File: config.mk
export PLATFORM = sky130hd
export DESIGN_NAME = fp_decoder
export DESIGN_NICKNAME = d
export VERILOG_FILES = /design/src/rtl/fp_pkg.sv /design/src/rtl/fp_mag_shifter.sv /design/src/rtl/fp_decoder.sv
export SDC_FILE = /design/constraint.sdc
export NUM_CORES = 1
export LEC_CHECK = 0
export CORE_ASPECT_RATIO = 0.9
export CORE_UTILIZATION = 50
export DETAILED_ROUTE_END_ITERATION = 10
export GPL_TIMING_DRIVEN = 0
export PLACE_DENSITY = 0.76
export RECOVER_POWER = 50
export SYNTH_ARGS = -nofsm -noshare
export SYNTH_HDL_FRONTEND = slang
export SYNTH_SLANG_ARGS = --single-unit
File: constraint.sdc
create_clock -name clk -period 3.9 [get_ports clk]
set_input_delay 1.17 -clock clk [delete_from_list [all_inputs] [get_ports clk]]
set_output_delay 1.17 -clock clk [all_outputs]
set_load 0.05 [all_outputs]
File: src/rtl/fp_pkg.sv
// Shared definitions for the 8-bit float (1/3/4) to linear decoder:
// default field widths, packed-word field positions and the FSM state type.
package fp_pkg;

    localparam int unsigned EXP_W_DEF = 3;
    localparam int unsigned SIG_W_DEF = 4;
    localparam int unsigned LIN_W_DEF = 12;

    localparam int unsigned FP_W_DEF  = 1 + EXP_W_DEF + SIG_W_DEF;

    // Packed float layout {sign, exp, sig}, sign in the MSB
    localparam int unsigned SIGN_IDX  = FP_W_DEF - 1;
    localparam int unsigned EXP_HI    = FP_W_DEF - 2;
    localparam int unsigned EXP_LO    = SIG_W_DEF;
    localparam int unsigned SIG_HI    = SIG_W_DEF - 1;
    localparam int unsigned SIG_LO    = 0;

    typedef enum logic [1:0] {
        IDLE  = 2'd0,
        SHIFT = 2'd1,
        DONE  = 2'd2
    } state_e;

endpackage

File: src/rtl/fp_mag_shifter.sv
// Magnitude rebuild for the float decoder: mag = sig << exp.
// FP_DECODER_BARREL_EN selects a one-step barrel shift instead of the iterative shifter.
module fp_mag_shifter
    import fp_pkg::*;
#(
    parameter int unsigned EXP_W = EXP_W_DEF,
    parameter int unsigned SIG_W = SIG_W_DEF,
    parameter int unsigned LIN_W = LIN_W_DEF
) (
    input  logic             clk,
    input  logic             rst_n,
    input  logic             load_i,
    input  logic             shift_i,
    input  logic [SIG_W-1:0] sig_i,
    input  logic [EXP_W-1:0] exp_i,
    output logic [LIN_W-1:0] mag_o,
    output logic             done_o
);

    logic [LIN_W-1:0] mag_q, mag_d;

`ifdef FP_DECODER_BARREL_EN

    // Whole shift happens at load, so the first SHIFT cycle already sees the result
    always_comb begin
        mag_d = mag_q;
        if (load_i) begin
            mag_d = LIN_W'(sig_i) << exp_i;
        end
    end

    always_ff @(posedge clk or negedge rst_n) begin
        if (!rst_n) begin
            mag_q <= '0;
        end else begin
            mag_q <= mag_d;
        end
    end

    assign done_o = 1'b1;

    logic unused_shift;
    assign unused_shift = shift_i;

`else

    logic [EXP_W-1:0] cnt_q, cnt_d;

    always_comb begin
        mag_d = mag_q;
        cnt_d = cnt_q;
        if (load_i) begin
            mag_d = LIN_W'(sig_i);
            cnt_d = exp_i;
        end else if (shift_i && (cnt_q != '0)) begin
            mag_d = mag_q << 1;
            cnt_d = cnt_q - EXP_W'(1);
        end
    end

    always_ff @(posedge clk or negedge rst_n) begin
        if (!rst_n) begin
            mag_q <= '0;
            cnt_q <= '0;
        end else begin
            mag_q <= mag_d;
            cnt_q <= cnt_d;
        end
    end

    assign done_o = (cnt_q == '0);

`endif

    assign mag_o = mag_q;

endmodule

File: src/rtl/fp_decoder.sv
// Float (sign/exp/sig, no hidden one) to signed linear decoder with valid/ready
// on both sides; FP_DECODER_BARREL_EN in fp_mag_shifter trades latency for a barrel shift.
module fp_decoder
    import fp_pkg::*;
#(
    parameter int unsigned EXP_W = EXP_W_DEF,
    parameter int unsigned SIG_W = SIG_W_DEF,
    parameter int unsigned LIN_W = LIN_W_DEF
) (
    input  logic                   clk,
    input  logic                   rst_n,
    input  logic                   in_valid,
    output logic                   in_ready,
    input  logic [EXP_W+SIG_W:0]   in_fp,
    output logic                   out_valid,
    input  logic                   out_ready,
    output logic [LIN_W-1:0]       out_lin,
    output logic                   busy
);

    state_e           state_q, state_d;
    logic             sign_q;
    logic [LIN_W-1:0] out_lin_q, out_lin_d;
    logic [LIN_W-1:0] mag;
    logic             mag_done;
    logic             load;
    logic             shift_en;

    logic             fp_sign;
    logic [EXP_W-1:0] fp_exp;
    logic [SIG_W-1:0] fp_sig;

    assign fp_sign = in_fp[EXP_W+SIG_W];
    assign fp_exp  = in_fp[EXP_W+SIG_W-1 -: EXP_W];
    assign fp_sig  = in_fp[SIG_W-1:0];

    fp_mag_shifter #(
        .EXP_W (EXP_W),
        .SIG_W (SIG_W),
        .LIN_W (LIN_W)
    ) u_shifter (
        .clk     (clk),
        .rst_n   (rst_n),
        .load_i  (load),
        .shift_i (shift_en),
        .sig_i   (fp_sig),
        .exp_i   (fp_exp),
        .mag_o   (mag),
        .done_o  (mag_done)
    );

    always_ff @(posedge clk or negedge rst_n) begin
        if (!rst_n) begin
            state_q <= IDLE;
        end else begin
            state_q <= state_d;
        end
    end

    always_comb begin
        state_d = state_q;
        unique case (state_q)
            IDLE:    if (in_valid)  state_d = SHIFT;
            SHIFT:   if (mag_done)  state_d = DONE;
            DONE:    if (out_ready) state_d = IDLE;
            default:                state_d = IDLE;
        endcase
    end

    always_comb begin
        in_ready  = (state_q == IDLE);
        busy      = (state_q == SHIFT) || (state_q == DONE);
        out_valid = (state_q == DONE);
        load      = (state_q == IDLE) && in_valid;
        shift_en  = (state_q == SHIFT);
    end

    // Negative zero falls out of two's negation of a zero magnitude
    assign out_lin_d = sign_q ? (-mag) : mag;

    always_ff @(posedge clk or negedge rst_n) begin
        if (!rst_n) begin
            sign_q    <= 1'b0;
            out_lin_q <= '0;
        end else begin
            if (load) begin
                sign_q <= fp_sign;
            end
            if (shift_en && mag_done) begin
                out_lin_q <= out_lin_d;
            end
        end
    end

    assign out_lin = out_lin_q;

endmodule

==> flow_metrics.py, run 1 <==
metrics = {
    "run_status": {
        "violations": "max-capacitance violations, max-slew violations",
        "status": "finished with violations",
    },
    "power_and_ir_drop": {
        "power_frac_seq": 0.299,
        "clkPwrFrac": 0.112,
        "powerDensity_nw_per_um2": 920,
        "intPower_uw": 916,
        "p_comb_frac": 0.589,
        "peakVddDrop_v": 0.000632,
        "power_switching_uw": 845,
        "swShare": 0.480,
        "p_leak_nw": 0.868,
    },
    "placement": {
        "gp_congestion": 0.739,
        "place_area_um2": 1860,
        "pre_cts_slack_ns": 1.15,
        "port_buffers": 26,
        "dp_hpwl_um": 2090,
    },
    "clock_tree": {
        "cts_tree": "built",
        "cts_inserted_buffers": 5,
        "cts_root_buf": "clkbuf_4",
        "clockBufferDepth": 2,
        "clock_latency_ns": 0.34,
        "clock_sinks": 30,
        "htree_num_levels": 2,
        "cts_setup_buffers": 0,
        "cts.repair.resized": 0,
        "holdBufCountCts": 0,
        "clk_pin_slew_ns": 0.11,
    },
    "synth": {
        "ys_seq_area_frac": 0.485,
        "synth_area_um2": 1550,
        "syn_nets": 177,
        "synth.avg_cell_area_um2": 9.79,
        "synth_cells": 158,
        "synth_top_area_frac": 0.485,
        "yosys_warnings": 0,
        "netlist.top_cell.by_area": "dfrtp_1",
        "synth_cell_types": 27,
        "ys_ff_latch": 30,
        "synth.area.top_cells": "dfrtp_1, nand2_1, o21ai_0",
    },
    "sta": {
        "final.setup.tns_ns": 0,
        "worstMarginPinSlew_ns": 1.54,
        "setup_violations": 0,
        "rsz0062_at_grt": "false",
        "post-route-period-util": 0.777,
        "finClkSkew_ns": 0.0139,
        "whs_ns": 0.485,
        "drv_slew": 31,
        "post-route-min-period_ns": 3.03,
        "hold_viol": 0,
        "fmax_ghz": 0.330,
        "setup_ws_ns": 0.871,
        "relSlewSlack": -0.0241,
    },
    "die": {
        "start_util": 0.545,
        "core_area_um2": 2840,
        "rows": 18,
        "io_pins": 27,
        "die_y_um": 54.8,
        "die_area_um2": 3320,
        "fp.dieW_um": 60.6,
    },
    "drt": {
        "dr.first_iter.drc_count": 49,
        "drc": 0,
        "vias": 1203,
        "top_layer_used": "met4",
        "wl_per_cell_um": 12.2,
        "ant_nets": 0,
        "viasPerCell": 5.19,
        "dr_wl_met2_um": 1360,
        "wirelength_um": 2830,
        "dr.pass1.iters": 4,
        "met1Wirelength_um": 1280,
        "dr_wl_met3_um": 129,
    },
    "worst_setup_path": {
        "crit_path_max_fanout": 3,
        "crit_arrival_ns": 1.86,
        "reg2reg_from": "u_shifter.mag_o[6]",
        "crit_required_ns": 2.73,
        "timing.rr.end": "out_lin[10]",
        "crit_type": "reg2out",
        "crit_path_end_kind": "primary output",
        "r2r_slack_ns": 2.19,
        "crit_path_start_kind": "flop",
        "cp_slowest_cell": "clkdlybuf4s50_1",
        "path_cells": "inv_1 > ha_1 > clkdlybuf4s50_1",
        "critPathMaxStageDelay_ns": 0.79,
        "reg2regPathDepth": 4,
    },
    "job": {
        "drv_cap": 1,
    },
    "global_routing": {
        "grt_pass1_wl_um": 4660,
        "grt_max_degree": 31,
        "grt_pass1_vias": 1043,
        "antenna_found_initial": 0,
        "gr-usage-all-layers": 0.200,
        "overflow": 0,
    },
    "cells_and_area": {
        "final_common_cell": "dfrtp_1",
        "utilization": 0.675,
        "fin_area_um2": 1910,
        "final_cell_mix": "dfrtp_1, nand2_1, clkdlybuf4s50_1",
        "fin_nets": 210,
        "drive_gt1_frac": 0.0833,
        "syn2layout_area_growth_pct": 23.8,
        "antennaDiodeCount": 0,
        "filler_cell_count": 242,
    },
    "hold_path": {
        "hold_path_depth": 2,
        "holdPathEnd": "out_lin[2]",
        "worstHoldStart": "out_lin[2]",
        "hp-class": "reg2reg",
    },
}
-- per-layer routing --
layer | vias up | global-route usage
li1 | 607 | -
met4 | 0 | 0.0909
met3 | 7 | 0.0591
met2 | 36 | 0.337
met5 | - | 0
met1 | 553 | 0.236
-- critical path, delay by kind of cell (launching register included) --
kind | cells | cell delay (ns)
DFF | 1 | 0.38
adders and majority gates | 1 | 0.28
buffers and inverters | 2 | 0.87
-- worst max path at each step --
stage / startpoint / to / slack [ns]
floorplan: state_q[0] / busy / 1.77
global placement: rst_n / state_q[0] / 1.19
detailed placement: rst_n / state_q[1] / 1.15
CTS: state_q[0] / busy / 0.85
global route: state_q[0] / in_ready / 0.75
finish: state_q[0] / busy / 0.87
-- power groups by stage --
stage                     combinational, mW  sequential [mW]  clock (mW)
final                                  1.04            0.526       0.198
after global placement                 1.02            0.524           0
after floorplan                       0.626            0.686           0
after detailed placement               1.04            0.533           0
after global routing                   1.13            0.546       0.214
after CTS                              1.05            0.526       0.204
-- per-stage QoR --
step / power [mW] / cells
finish: 1.76 / 232
global route: 1.89 / 232
CTS: 1.78 / 232
detailed placement: 1.57 / 224
global placement: 1.54 / 224
floorplan: 1.31 / 158
-- sequential cells by signal, indices dropped and copies added, names as in the netlist --
| name | cells |
|---|---|
| out_lin | 12 |
| u_shifter.mag_o | 12 |
| u_shifter.cnt_q | 3 |
| state_q | 2 |
| sign_q | 1 |
-- area by class of cell --
class	count	area [um^2]	share of cell area
clock inverter	2	12.5	0.00654
tap	40	50.0	0.0261
inverter	8	30.0	0.0157
multi-input combinational	111	729	0.381
buffer	9	36.3	0.0190
timing repair buffer	26	254	0.133
sequential	30	751	0.392
clock buffer	6	51.3	0.0268
-- cell families after synthesis --
group                    Yosys count  share of synthesized area
AO/OA/AOI/OAI                     37                      0.152
adder cells (fa/ha/maj)            7                     0.0566
AND/OR/NAND/NOR                   47                      0.141
XOR/XNOR                          12                     0.0680
flip-flops                        30                      0.485
multiplexers                       8                     0.0542
buffers and inverters             17                     0.0429
-- Yosys cell counts --
cell type  count
a21oi_1        9
and2_0         1
buf_2          2
clkbuf_1       7
dfrtp_1       30
ha_1           7
inv_1          8
mux2_2         3
mux2i_1        5
nand2_1       29
nand2b_1       2
nand3_1        9
nand3b_1       1
nor2b_1        1
o21ai_0       18
o21ai_1        2
o22a_1         1
o22ai_1        1
o31ai_1        3
o41ai_1        1
o41ai_2        1
o41ai_4        1
or3_1          2
or4_1          1
or4_4          1
xnor2_1        2
xor2_1        10
(Power assumes the default switching activity.)
==> run 2: changes to the inputs <==
- clock period: 3.9 -> 2.9 ns (I/O delays scaled with it)
==> run 2 against run 1 <==
Compared with the run above: the flow still finishes with violations (max-capacitance violations, max-slew violations); global-route usage unchanged; via count unchanged; sequential share of layout area is the same; combinational power grew 34%; total power rose by 34%; critical endpoint unchanged; design area stayed put; register-to-register slack lost 1.0 ns; sequential power up 35%; largest cell class unchanged.
==> flow_metrics.py, run 2 (synthesis gave the netlist of run 1 again) <==
metrics = {
    "run_status": {
        "status": "finished with violations",
        "violations": "max-capacitance violations, max-slew violations",
    },
    "global_routing": {
        "grt_pass1_vias": 1043,
        "grt_max_degree": 31,
        "antenna_found_initial": 0,
        "overflow": 0,
        "grt_pass1_wl_um": 4660,
        "gr-usage-all-layers": 0.200,
    },
    "drt": {
        "dr_wl_met3_um": 129,
        "dr.first_iter.drc_count": 49,
        "dr.pass1.iters": 4,
        "wl_per_cell_um": 12.2,
        "met1Wirelength_um": 1280,
        "drc": 0,
        "wirelength_um": 2830,
        "dr_wl_met2_um": 1360,
        "vias": 1203,
        "top_layer_used": "met4",
        "ant_nets": 0,
        "viasPerCell": 5.19,
    },
    "hold_path": {
        "hp-class": "reg2reg",
        "hold_path_depth": 2,
    },
    "placement": {
        "place_area_um2": 1860,
        "pre_cts_slack_ns": 0.446,
        "gp_congestion": 0.739,
        "place_inst": 224,
        "dp_hpwl_um": 2090,
        "port_buffers": 26,
    },
    "worst_setup_path": {
        "cp_slowest_cell": "clkdlybuf4s50_1",
        "crit_path_start_kind": "flop",
        "cp.depth": 3,
        "critPathMaxStageDelay_ns": 0.79,
        "crit_path_max_fanout": 3,
        "crit_arrival_ns": 1.86,
        "crit_buf_inv": 2,
        "crit_path_end_kind": "primary output",
        "reg2regPathDepth": 4,
        "path_cells": "inv_1 > ha_1 > clkdlybuf4s50_1",
        "crit_type": "reg2out",
        "path_delay_family": "buffers and inverters",
        "crit_required_ns": 2.03,
    },
    "clock_tree": {
        "clock_sinks": 30,
        "cts_setup_buffers": 0,
        "clk_pin_slew_ns": 0.11,
        "holdBufCountCts": 0,
        "cts.repair.resized": 0,
        "htree_num_levels": 2,
        "cts_inserted_buffers": 5,
        "cts_tree": "built",
        "clock_latency_ns": 0.34,
        "cts_root_buf": "clkbuf_4",
        "clockBufferDepth": 2,
    },
    "sta": {
        "setup_ws_ns": 0.171,
        "finClkSkew_ns": 0.0139,
        "hold_viol": 0,
        "post-route-min-period_ns": 2.73,
        "post-route-period-util": 0.941,
        "setup_violations": 0,
        "relSlewSlack": -0.0241,
        "rsz0062_at_grt": "false",
        "fmax_ghz": 0.366,
        "drv_slew": 31,
        "final.setup.tns_ns": 0,
        "worstMarginPinSlew_ns": 1.54,
        "whs_ns": 0.485,
    },
    "cells_and_area": {
        "seqCellArea_um2": 751,
        "antennaDiodeCount": 0,
        "fin_nets": 210,
        "multi_input_area_um2": 729,
        "drive_gt1_frac": 0.0833,
        "final_common_cell": "dfrtp_1",
        "fin_area_um2": 1910,
        "utilization": 0.675,
        "final_cell_mix": "dfrtp_1, nand2_1, clkdlybuf4s50_1",
        "syn2layout_area_growth_pct": 23.8,
        "filler_cell_count": 242,
        "fin_cells": 232,
    },
    "power_and_ir_drop": {
        "power_mw": 2.37,
        "powerDensity_nw_per_um2": 1240,
        "peakVddDrop_v": 0.000851,
        "p_leak_nw": 0.868,
    },
    "die": {
        "die_y_um": 54.8,
        "core_area_um2": 2840,
        "start_util": 0.545,
        "rows": 18,
        "fp.dieW_um": 60.6,
        "io_pins": 27,
        "die_area_um2": 3320,
    },
    "job": {
        "drv_cap": 1,
    },
}
[run 2: per-layer routing]
metal,vias to the layer above,GRT usage
met3,7,0.0591
met1,553,0.236
li1,607,-
met4,0,0.0909
met5,-,0
met2,36,0.337
[run 2: final timing paths]
kind | slack, ns | from | endpoint
hold / removal | 0.49 | out_lin[2] | out_lin[2]
setup reg to reg | 1.19 | u_shifter.mag_o[6] | out_lin[10]
setup / recovery | 0.17 | state_q[0] | busy
hold reg to reg | 0.49 | out_lin[2] | out_lin[2]
max in group asynchronous | 1.11 | rst_n | u_shifter.mag_o[9]
min in group asynchronous | 0.89 | rst_n | out_lin[0]
[run 2: layout make-up]
| class | instances | area share |
|---|---|---|
| inverters | 8 | 0.0157 |
| clock inverters | 2 | 0.00654 |
| flip-flops and latches | 30 | 0.392 |
| clock buffers | 6 | 0.0268 |
| repair buffers | 26 | 0.133 |
| plain buffers | 9 | 0.0190 |
| well taps | 40 | 0.0261 |
| multi-input cells | 111 | 0.381 |
[run 2: report_power, final]
part | switching [mW] | internal (mW) | total, mW
sequential | 0.126 | 0.582 | 0.708
clock | 0.150 | 0.116 | 0.266
combinational | 0.861 | 0.533 | 1.39
[run 2: worst register-to-register path: stages, from the launching register on]
cell,delay [ns]
dfrtp_1,0.45
or4_4,0.60
o31ai_1,0.31
xor2_1,0.18
o21ai_1,0.07
==> run 3: changes to the inputs <==
- SLEW_MARGIN: unset -> 5
- clock period: 2.9 -> 3.2 ns (I/O delays scaled with it)
==> results of run 3 <==
Same layout as run 1 (identical final DEF). Status: finished with violations: max-capacitance violations, max-slew violations.
Among the figures that moved: setup slack after placement 1.15 ns -> 0.656 ns; setup slack after layout 0.871 ns -> 0.381 ns; register-to-register setup slack 2.19 ns -> 1.49 ns; total power 1.76 mW -> 2.15 mW; worst IR drop on VDD 0.000632 V -> 0.000771 V
